<file path="config.mk">
export PLATFORM = sky130hd
export DESIGN_NAME = midi_voice_allocator
export DESIGN_NICKNAME = d
export VERILOG_FILES = /design/src/rtl/midi_pkg.sv /design/src/rtl/midi_voice_slot.sv /design/src/rtl/midi_voice_allocator.sv
export SDC_FILE = /design/constraint.sdc
export NUM_CORES = 1
export LEC_CHECK = 0
export BUFFER_PORTS_ARGS = -buffer_cell sky130_fd_sc_hd__clkbuf_2
export CORE_AREA = 2 2 106 108
export DETAILED_ROUTE_END_ITERATION = 16
export DIE_AREA = 0 0 108 110
export PLACE_DENSITY = 0.83
export SETUP_SLACK_MARGIN = 0.1
export SYNTH_ARGS = -nofsm -noshare
export SYNTH_HDL_FRONTEND = slang
export SYNTH_SLANG_ARGS = --single-unit
</file>
<file path="constraint.sdc">
create_clock -name clk -period 3.1 [get_ports clk]
set_input_delay 0.155 -clock clk [delete_from_list [all_inputs] [get_ports clk]]
set_output_delay 0.155 -clock clk [all_outputs]
set_load 0.02 [all_outputs]
</file>
<file path="src/rtl/midi_pkg.sv">
// Shared types and constants for the MIDI voice allocator and its voice slots.
package midi_pkg;

    localparam int unsigned NOTE_W    = 7;
    localparam int unsigned CHAN_W    = 4;
    localparam int unsigned VEL_W     = 7;
    localparam int unsigned AGE_MAX_W = 16;

    localparam logic [3:0] STATUS_NOTE_ON  = 4'h9;
    localparam logic [3:0] STATUS_NOTE_OFF = 4'h8;

    // Age field is sized for the largest supported AGE_W; slots saturate below it.
    typedef struct packed {
        logic                 gate;
        logic [CHAN_W-1:0]    chan;
        logic [NOTE_W-1:0]    note;
        logic [VEL_W-1:0]     vel;
        logic [AGE_MAX_W-1:0] age;
    } voice_t;

    typedef enum logic [1:0] {
        IDLE,
        SCAN,
        COMMIT
    } alloc_state_t;

    typedef enum logic [2:0] {
        CMD_NONE,
        CMD_LOAD,
        CMD_RETRIG,
        CMD_RELEASE,
        CMD_AGE
    } slot_cmd_t;

endpackage

</file>
<file path="src/rtl/midi_voice_slot.sv">
// One voice slot: holds a voice_t and executes load/retrigger/release/age commands.
module midi_voice_slot
    import midi_pkg::*;
#(
    parameter int unsigned AGE_W = 8
) (
    input  logic              clk,
    input  logic              rstn,
    input  slot_cmd_t         cmd,
    input  logic [CHAN_W-1:0] ld_chan,
    input  logic [NOTE_W-1:0] ld_note,
    input  logic [VEL_W-1:0]  ld_vel,
    output voice_t            voice,
    output logic              upd
);

    localparam logic [AGE_MAX_W-1:0] AGE_SAT = AGE_MAX_W'((64'd1 << AGE_W) - 64'd1);

    always_ff @(posedge clk or negedge rstn) begin
        if (!rstn) begin
            voice <= '0;
            upd   <= 1'b0;
        end else begin
            upd <= (cmd == CMD_LOAD) || (cmd == CMD_RETRIG) || (cmd == CMD_RELEASE);
            case (cmd)
                CMD_LOAD: begin
                    voice.gate <= 1'b1;
                    voice.chan <= ld_chan;
                    voice.note <= ld_note;
                    voice.vel  <= ld_vel;
                    voice.age  <= '0;
                end
                CMD_RETRIG: begin
                    voice.vel <= ld_vel;
                    voice.age <= '0;
                end
                CMD_RELEASE: voice.gate <= 1'b0;
                CMD_AGE: begin
                    if (voice.age != AGE_SAT) voice.age <= voice.age + AGE_MAX_W'(1);
                end
                default: ;
            endcase
        end
    end

endmodule

</file>
<file path="src/rtl/midi_voice_allocator.sv">
// Polyphonic voice allocator: retrigger match, else free voice, else steal/drop.
// Build option MIDI_VOICE_STEAL_EN: steal the oldest voice instead of dropping on a full pool.
module midi_voice_allocator
    import midi_pkg::*;
#(
    parameter int unsigned NUM_VOICES = 4,
    parameter int unsigned AGE_W      = 8
) (
    input  logic                         clk,
    input  logic                         rstn,
    input  logic                         msg_valid,
    output logic                         msg_ready,
    input  logic                         msg_on,
    input  logic [CHAN_W-1:0]            msg_chan,
    input  logic [NOTE_W-1:0]            msg_note,
    input  logic [VEL_W-1:0]             msg_vel,
    input  logic [1:0]                   control_in,
    output logic [NUM_VOICES-1:0]        voice_gate,
    output logic [NUM_VOICES*NOTE_W-1:0] voice_note,
    output logic [NUM_VOICES*VEL_W-1:0]  voice_vel,
    output logic [NUM_VOICES-1:0]        voice_upd,
    output logic                         irq,
    output logic [7:0]                   steal_cnt
);

    localparam int unsigned        IDX_W    = $clog2(NUM_VOICES);
    localparam logic [IDX_W-1:0]   LAST_IDX = IDX_W'(NUM_VOICES - 1);

    alloc_state_t      state_q, state_d;
    logic              msg_ready_q;
    logic [3:0]        status_q;
    logic [CHAN_W-1:0] chan_q;
    logic [NOTE_W-1:0] note_q;
    logic [VEL_W-1:0]  vel_q;
    logic [IDX_W-1:0]  scan_idx_q;
    logic              match_q, free_q;
    logic [IDX_W-1:0]  match_idx_q, free_idx_q;
    logic              irq_q;
    logic [7:0]        steal_cnt_q;

    voice_t            voices [NUM_VOICES];
    slot_cmd_t         cmds   [NUM_VOICES];
    voice_t            cur_c;
    logic              accept_c, note_on_c, steal_evt_c, age_all_c;
    logic [IDX_W-1:0]  tgt_c;
    slot_cmd_t         tgt_cmd_c;

    assign accept_c  = (state_q == IDLE) && msg_valid && msg_ready_q;
    assign cur_c     = voices[scan_idx_q];
    assign note_on_c = (status_q == STATUS_NOTE_ON) && (vel_q != '0);

`ifdef MIDI_VOICE_STEAL_EN
    logic [IDX_W-1:0]     old_idx_q;
    logic [AGE_MAX_W-1:0] old_age_q;
`else
    logic [NUM_VOICES-1:0] unused_age_par;
`endif

    always_ff @(posedge clk or negedge rstn) begin
        if (!rstn) state_q <= IDLE;
        else       state_q <= state_d;
    end

    // Next state and the commit decision for the latched message.
    always_comb begin
        state_d     = state_q;
        tgt_c       = '0;
        tgt_cmd_c   = CMD_NONE;
        age_all_c   = 1'b0;
        steal_evt_c = 1'b0;
        case (state_q)
            IDLE: if (accept_c) state_d = SCAN;
            SCAN: if (scan_idx_q == LAST_IDX) state_d = COMMIT;
            COMMIT: begin
                state_d = IDLE;
                if (note_on_c) begin
                    if (match_q) begin
                        tgt_c     = match_idx_q;
                        tgt_cmd_c = CMD_RETRIG;
                        age_all_c = 1'b1;
                    end else if (free_q) begin
                        tgt_c     = free_idx_q;
                        tgt_cmd_c = CMD_LOAD;
                        age_all_c = 1'b1;
                    end else begin
                        steal_evt_c = 1'b1;
`ifdef MIDI_VOICE_STEAL_EN
                        tgt_c     = old_idx_q;
                        tgt_cmd_c = CMD_LOAD;
                        age_all_c = 1'b1;
`endif
                    end
                end else if (match_q) begin
                    tgt_c     = match_idx_q;
                    tgt_cmd_c = CMD_RELEASE;
                end
            end
            default: state_d = IDLE;
        endcase
    end

    // The touched voice gets the command; every other gated voice ages.
    always_comb begin
        for (int i = 0; i < NUM_VOICES; i++) begin
            cmds[i] = CMD_NONE;
            if (tgt_cmd_c != CMD_NONE && tgt_c == IDX_W'(i)) cmds[i] = tgt_cmd_c;
            else if (age_all_c && voices[i].gate)            cmds[i] = CMD_AGE;
        end
    end

    // Message latch and per-cycle scan bookkeeping.
    always_ff @(posedge clk or negedge rstn) begin
        if (!rstn) begin
            msg_ready_q <= 1'b0;
            status_q    <= '0;
            chan_q      <= '0;
            note_q      <= '0;
            vel_q       <= '0;
            scan_idx_q  <= '0;
            match_q     <= 1'b0;
            free_q      <= 1'b0;
            match_idx_q <= '0;
            free_idx_q  <= '0;
`ifdef MIDI_VOICE_STEAL_EN
            old_idx_q   <= '0;
            old_age_q   <= '0;
`endif
        end else begin
            msg_ready_q <= (state_d == IDLE);
            if (accept_c) begin
                status_q    <= msg_on ? STATUS_NOTE_ON : STATUS_NOTE_OFF;
                chan_q      <= msg_chan;
                note_q      <= msg_note;
                vel_q       <= msg_vel;
                scan_idx_q  <= '0;
                match_q     <= 1'b0;
                free_q      <= 1'b0;
                match_idx_q <= '0;
                free_idx_q  <= '0;
`ifdef MIDI_VOICE_STEAL_EN
                old_idx_q   <= '0;
                old_age_q   <= '0;
`endif
            end else if (state_q == SCAN) begin
                scan_idx_q <= scan_idx_q + IDX_W'(1);
                if (!match_q && cur_c.gate && cur_c.chan == chan_q && cur_c.note == note_q) begin
                    match_q     <= 1'b1;
                    match_idx_q <= scan_idx_q;
                end
                if (!free_q && !cur_c.gate) begin
                    free_q     <= 1'b1;
                    free_idx_q <= scan_idx_q;
                end
`ifdef MIDI_VOICE_STEAL_EN
                // Strict compare keeps the lowest index on equal ages.
                if (cur_c.age > old_age_q) begin
                    old_age_q <= cur_c.age;
                    old_idx_q <= scan_idx_q;
                end
`endif
            end
        end
    end

    // Sticky interrupt (set beats clear) and saturating steal/drop counter.
    always_ff @(posedge clk or negedge rstn) begin
        if (!rstn) begin
            irq_q       <= 1'b0;
            steal_cnt_q <= '0;
        end else begin
            if (steal_evt_c && control_in[0]) irq_q <= 1'b1;
            else if (control_in[1])           irq_q <= 1'b0;
            if (steal_evt_c && steal_cnt_q != 8'hFF) steal_cnt_q <= steal_cnt_q + 8'd1;
        end
    end

    for (genvar g = 0; g < NUM_VOICES; g++) begin : g_slot
        midi_voice_slot #(.AGE_W(AGE_W)) u_slot (
            .clk     (clk),
            .rstn    (rstn),
            .cmd     (cmds[g]),
            .ld_chan (chan_q),
            .ld_note (note_q),
            .ld_vel  (vel_q),
            .voice   (voices[g]),
            .upd     (voice_upd[g])
        );
        assign voice_gate[g]                 = voices[g].gate;
        assign voice_note[g*NOTE_W +: NOTE_W] = voices[g].note;
        assign voice_vel[g*VEL_W +: VEL_W]    = voices[g].vel;
`ifndef MIDI_VOICE_STEAL_EN
        assign unused_age_par[g] = ^voices[g].age;
`endif
    end

    assign msg_ready = msg_ready_q;
    assign irq       = irq_q;
    assign steal_cnt = steal_cnt_q;

endmodule
</file>
==> run_results.csv <==
group,metric,value,unit
cts,clk_latency,0.51,ns
setup_path,crit_start,"vel_q[2]",
sta,finClkSkew,0.009621,ns
yosys,synth_area,5778,µm²
setup_path,r2r_start,"vel_q[2]",
floorplan,core_area,10700,µm²
cts,tritoncts,"done",
power,p_per_area,893.8,nW/µm²
yosys,synth_seq_cells,120,
min_path,hp-start,"msg_valid",
global_routing,grt_pass1_vias,3721,
layout,fill_cells,812,
cts,cts_setup_buffers,0,
yosys,synth_cell_types,48,
layout,finish.instance_area,6825,µm²
cts,htreeDepth,4,
min_path,hold_path_class,"input pin to flop",
flow_run,maxCapViolCount,0,
power,comb_power_share,26.7,%
sta,max_slew.worst_pin.slew,0.7656,ns
sta,fmax,386.2,MHz
sta,hold_viol,0,
routing,ant_nets,0,
routing,drt_iter0_markers,137,
layout,drive_above_1_share,44.36,%
sta,fin_crit_sh,83.54,%
layout,final-seq-area,3003,µm²
power,switching_share,33.03,%
floorplan,row_count,38,
routing,drc,0,
floorplan,die_h,110,µm
routing,wl,11540,µm
power,pwr-share-clk,34.0,%
setup_path,crit_top_cell,"buf_4",
power,p_switching,2.015,mW
layout,multiInputGateArea,2203,µm²
global_routing,grt_max_degree,62,
layout,utilization,63.80,%
setup_path,critPathRequiredTime,3.49,ns
placement,dpl.hpwl,7792,µm
sta,slew_headroom,48.96,%
global_routing,grt_first_pass_wirelength,18810,µm
floorplan,die_area,11880,µm²
floorplan,start_util,54.01,%
placement,port_buffers,97,
yosys,synth.net_count,468,
layout,mostFrequentLayoutCells,"dfrtp_1 (120), clkbuf_2 (96), mux2_2 (74), dlygate4sd3_1 (22), mux2_1 (19)",
cts,clk_pin_slew,0.06,ns
placement,place_congestion,0.8869,
yosys,synth-edff-count,0,
routing,firstDrtPassIters,6,
floorplan,io-pin-count,98,
setup_path,crit_type,"flop to flop",
yosys,syn_inst,442,
yosys,ys.flop_type,"dfrtp_1",
cts,cts_sinks,120,
routing,viasPerCell,5.395,
routing,avgRoutedWirePerCell,17.41,µm
sta,layout_min_cycle_time,2.590,ns
power,p_int,4.086,mW
sta,setup_viol,0,
global_routing,grt_use_total,20.74,%
layout,syn2layout_area_growth,18.12,%
floorplan,die_w,108,µm
placement,placedCellCount,609,
layout,final_net_count,536,
setup_path,crit_path_end_kind,"flop",
cts,cts_inserted_buffers,17,
power,leakage,3.361,nW
cts,root_buffer,"clkbuf_8",
status,status,"finished, final reports clean",
setup_path,max_stage_delay,0.43,ns
global_routing,antenna_found_initial,0,
layout,diodes,0,
layout,layout_commonest_cell,"dfrtp_1",
sta,rsz0062_at_grt,"false",
yosys,post_synth.cell_area_avg,13.07,µm²
sta,finalSetupTns,0,ns
setup_path,start_kind,"flop",
power,seqPwrFrac,39.3,%
yosys,synthArstFlopShare,100.0,%
setup_path,worst_ep_arrival_time,2.98,ns
sta,drv_slew,0,
global_routing,grt_overflow,0,
layout,final_cells,663,
cts,cts.path.max_buffers,2,
setup_path,cpMaxStageDelayCell,"dfrtp_1",
placement,place_area,5971,µm²
power,max-vdd-ir-drop,507.6,µV
setup_path,cp_max_fo,12,
routing,vias,3577,
setup_path,worstPathCellList,"nor4_1, a21oi_1, buf_4, a32oi_4, nand3_4, nor2_2, buf_4, mux2_1",
yosys,seq_area_frac_synth,51.97,%
yosys,yosysWarnings,0,
## cell families after synthesis
family | Yosys count | synth area share [%]
DFF | 120 | 51.97
muxes | 114 | 22.85
buffers and inverters | 84 | 9.983
and+or+nand+nor | 66 | 5.999
AOI/OAI and AO/OA | 29 | 4.353
xor gates and xnor gates | 27 | 4.417
adders and majority gates | 2 | 0.4330
## path summary, 6_finish.rpt
path / end / slack [ns] / cells after the start
max: g_slot[0].u_slot.voice[31] / 0.51 / 8
min: msg_ready / 0.22 / 5
max reg2reg: g_slot[0].u_slot.voice[31] / 0.51 / 8
min reg2reg: status_q[3] / 0.47 / 1
max in group asynchronous: g_slot[0].u_slot.voice[23] / 2.01 / 3
min in group asynchronous: steal_cnt[3] / 0.26 / 2
## power by group through the flow
stage	sequential [mW]	clock, mW	combinational, mW
floorplan	2.25	0	1.46
global placement	2.38	0	1.57
detailed placement	2.41	0	1.61
CTS	2.39	2.10	1.65
global route	2.46	2.19	1.78
finish	2.40	2.07	1.63
## layer usage
layer  share of wire [%]  global-route usage (%)
met1                  44                   26.79
met2                  50                   34.82
met3                 5.3                   5.056
met4                 1.0                   6.502
met5                   0                       0
## Yosys cell counts (2+ instances only)
master | instances | area [µm²]
nand4_1 | 6 | 37.54
nand2_1 | 14 | 52.55
a21oi_2 | 2 | 17.52
mux2i_1 | 16 | 160.2
nand2b_1 | 3 | 18.77
a32o_1 | 2 | 20.02
nor2_1 | 18 | 67.56
buf_4 | 67 | 503.0
xor2_1 | 10 | 87.58
nor3_1 | 6 | 30.03
mux4_2 | 5 | 112.6
buf_2 | 8 | 40.04
a21oi_1 | 5 | 25.02
xnor2_1 | 16 | 140.1
mux2_2 | 74 | 833.3
clkbuf_1 | 7 | 26.28
a31oi_1 | 2 | 12.51
mux2_1 | 19 | 214.0
ha_1 | 2 | 25.02
nand3_1 | 5 | 25.02
o21ai_0 | 5 | 25.02
dfrtp_1 | 120 | 3003
nor4_1 | 2 | 12.51
o31ai_1 | 4 | 30.03
## cell type report
class,count,area share (%)
flip-flops and latches,120,44.00
multi-input cells,238,32.28
repair buffers,132,11.81
clock buffers,19,6.471
clock inverters,13,2.823
well taps,140,2.566
inverters,1,0.05500
## sequential cells by signal, summed over array words and instances, names as in the netlist, 4 cells and up
name	cells
g_slot.u_slot.upd	4
chan_q	4
steal_cnt	8
g_slot.u_slot.voice	76
vel_q	7
note_q	7
## worst max-delay path, delay by kind of cell (launching register included)
family,cells,cell delay (ns)
and+or+nand+nor,3,0.64
AOI/OAI and AO/OA,2,0.59
buffers and inverters,2,0.46
DFF,1,0.43
muxes,1,0.35
## timing repair
action,CTS,global route
hold buffers,22,0
endpoints found under the hold margin,78,0
gates resized for setup,0,0
## per-stage QoR
stage | total power, mW | setup slack [ns] | hold slack, ns
after floorplan | 3.714 | 0.9372 | -0.1406
after global placement | 3.945 | 0.6373 | 0.2688
after detailed placement | 4.027 | 0.5583 | 0.2779
after CTS | 6.144 | 0.4921 | 0.2275
after global routing | 6.421 | 0.3650 | 0.2482
final | 6.101 | 0.5104 | 0.2197
Power figures use the tool's default switching activity.
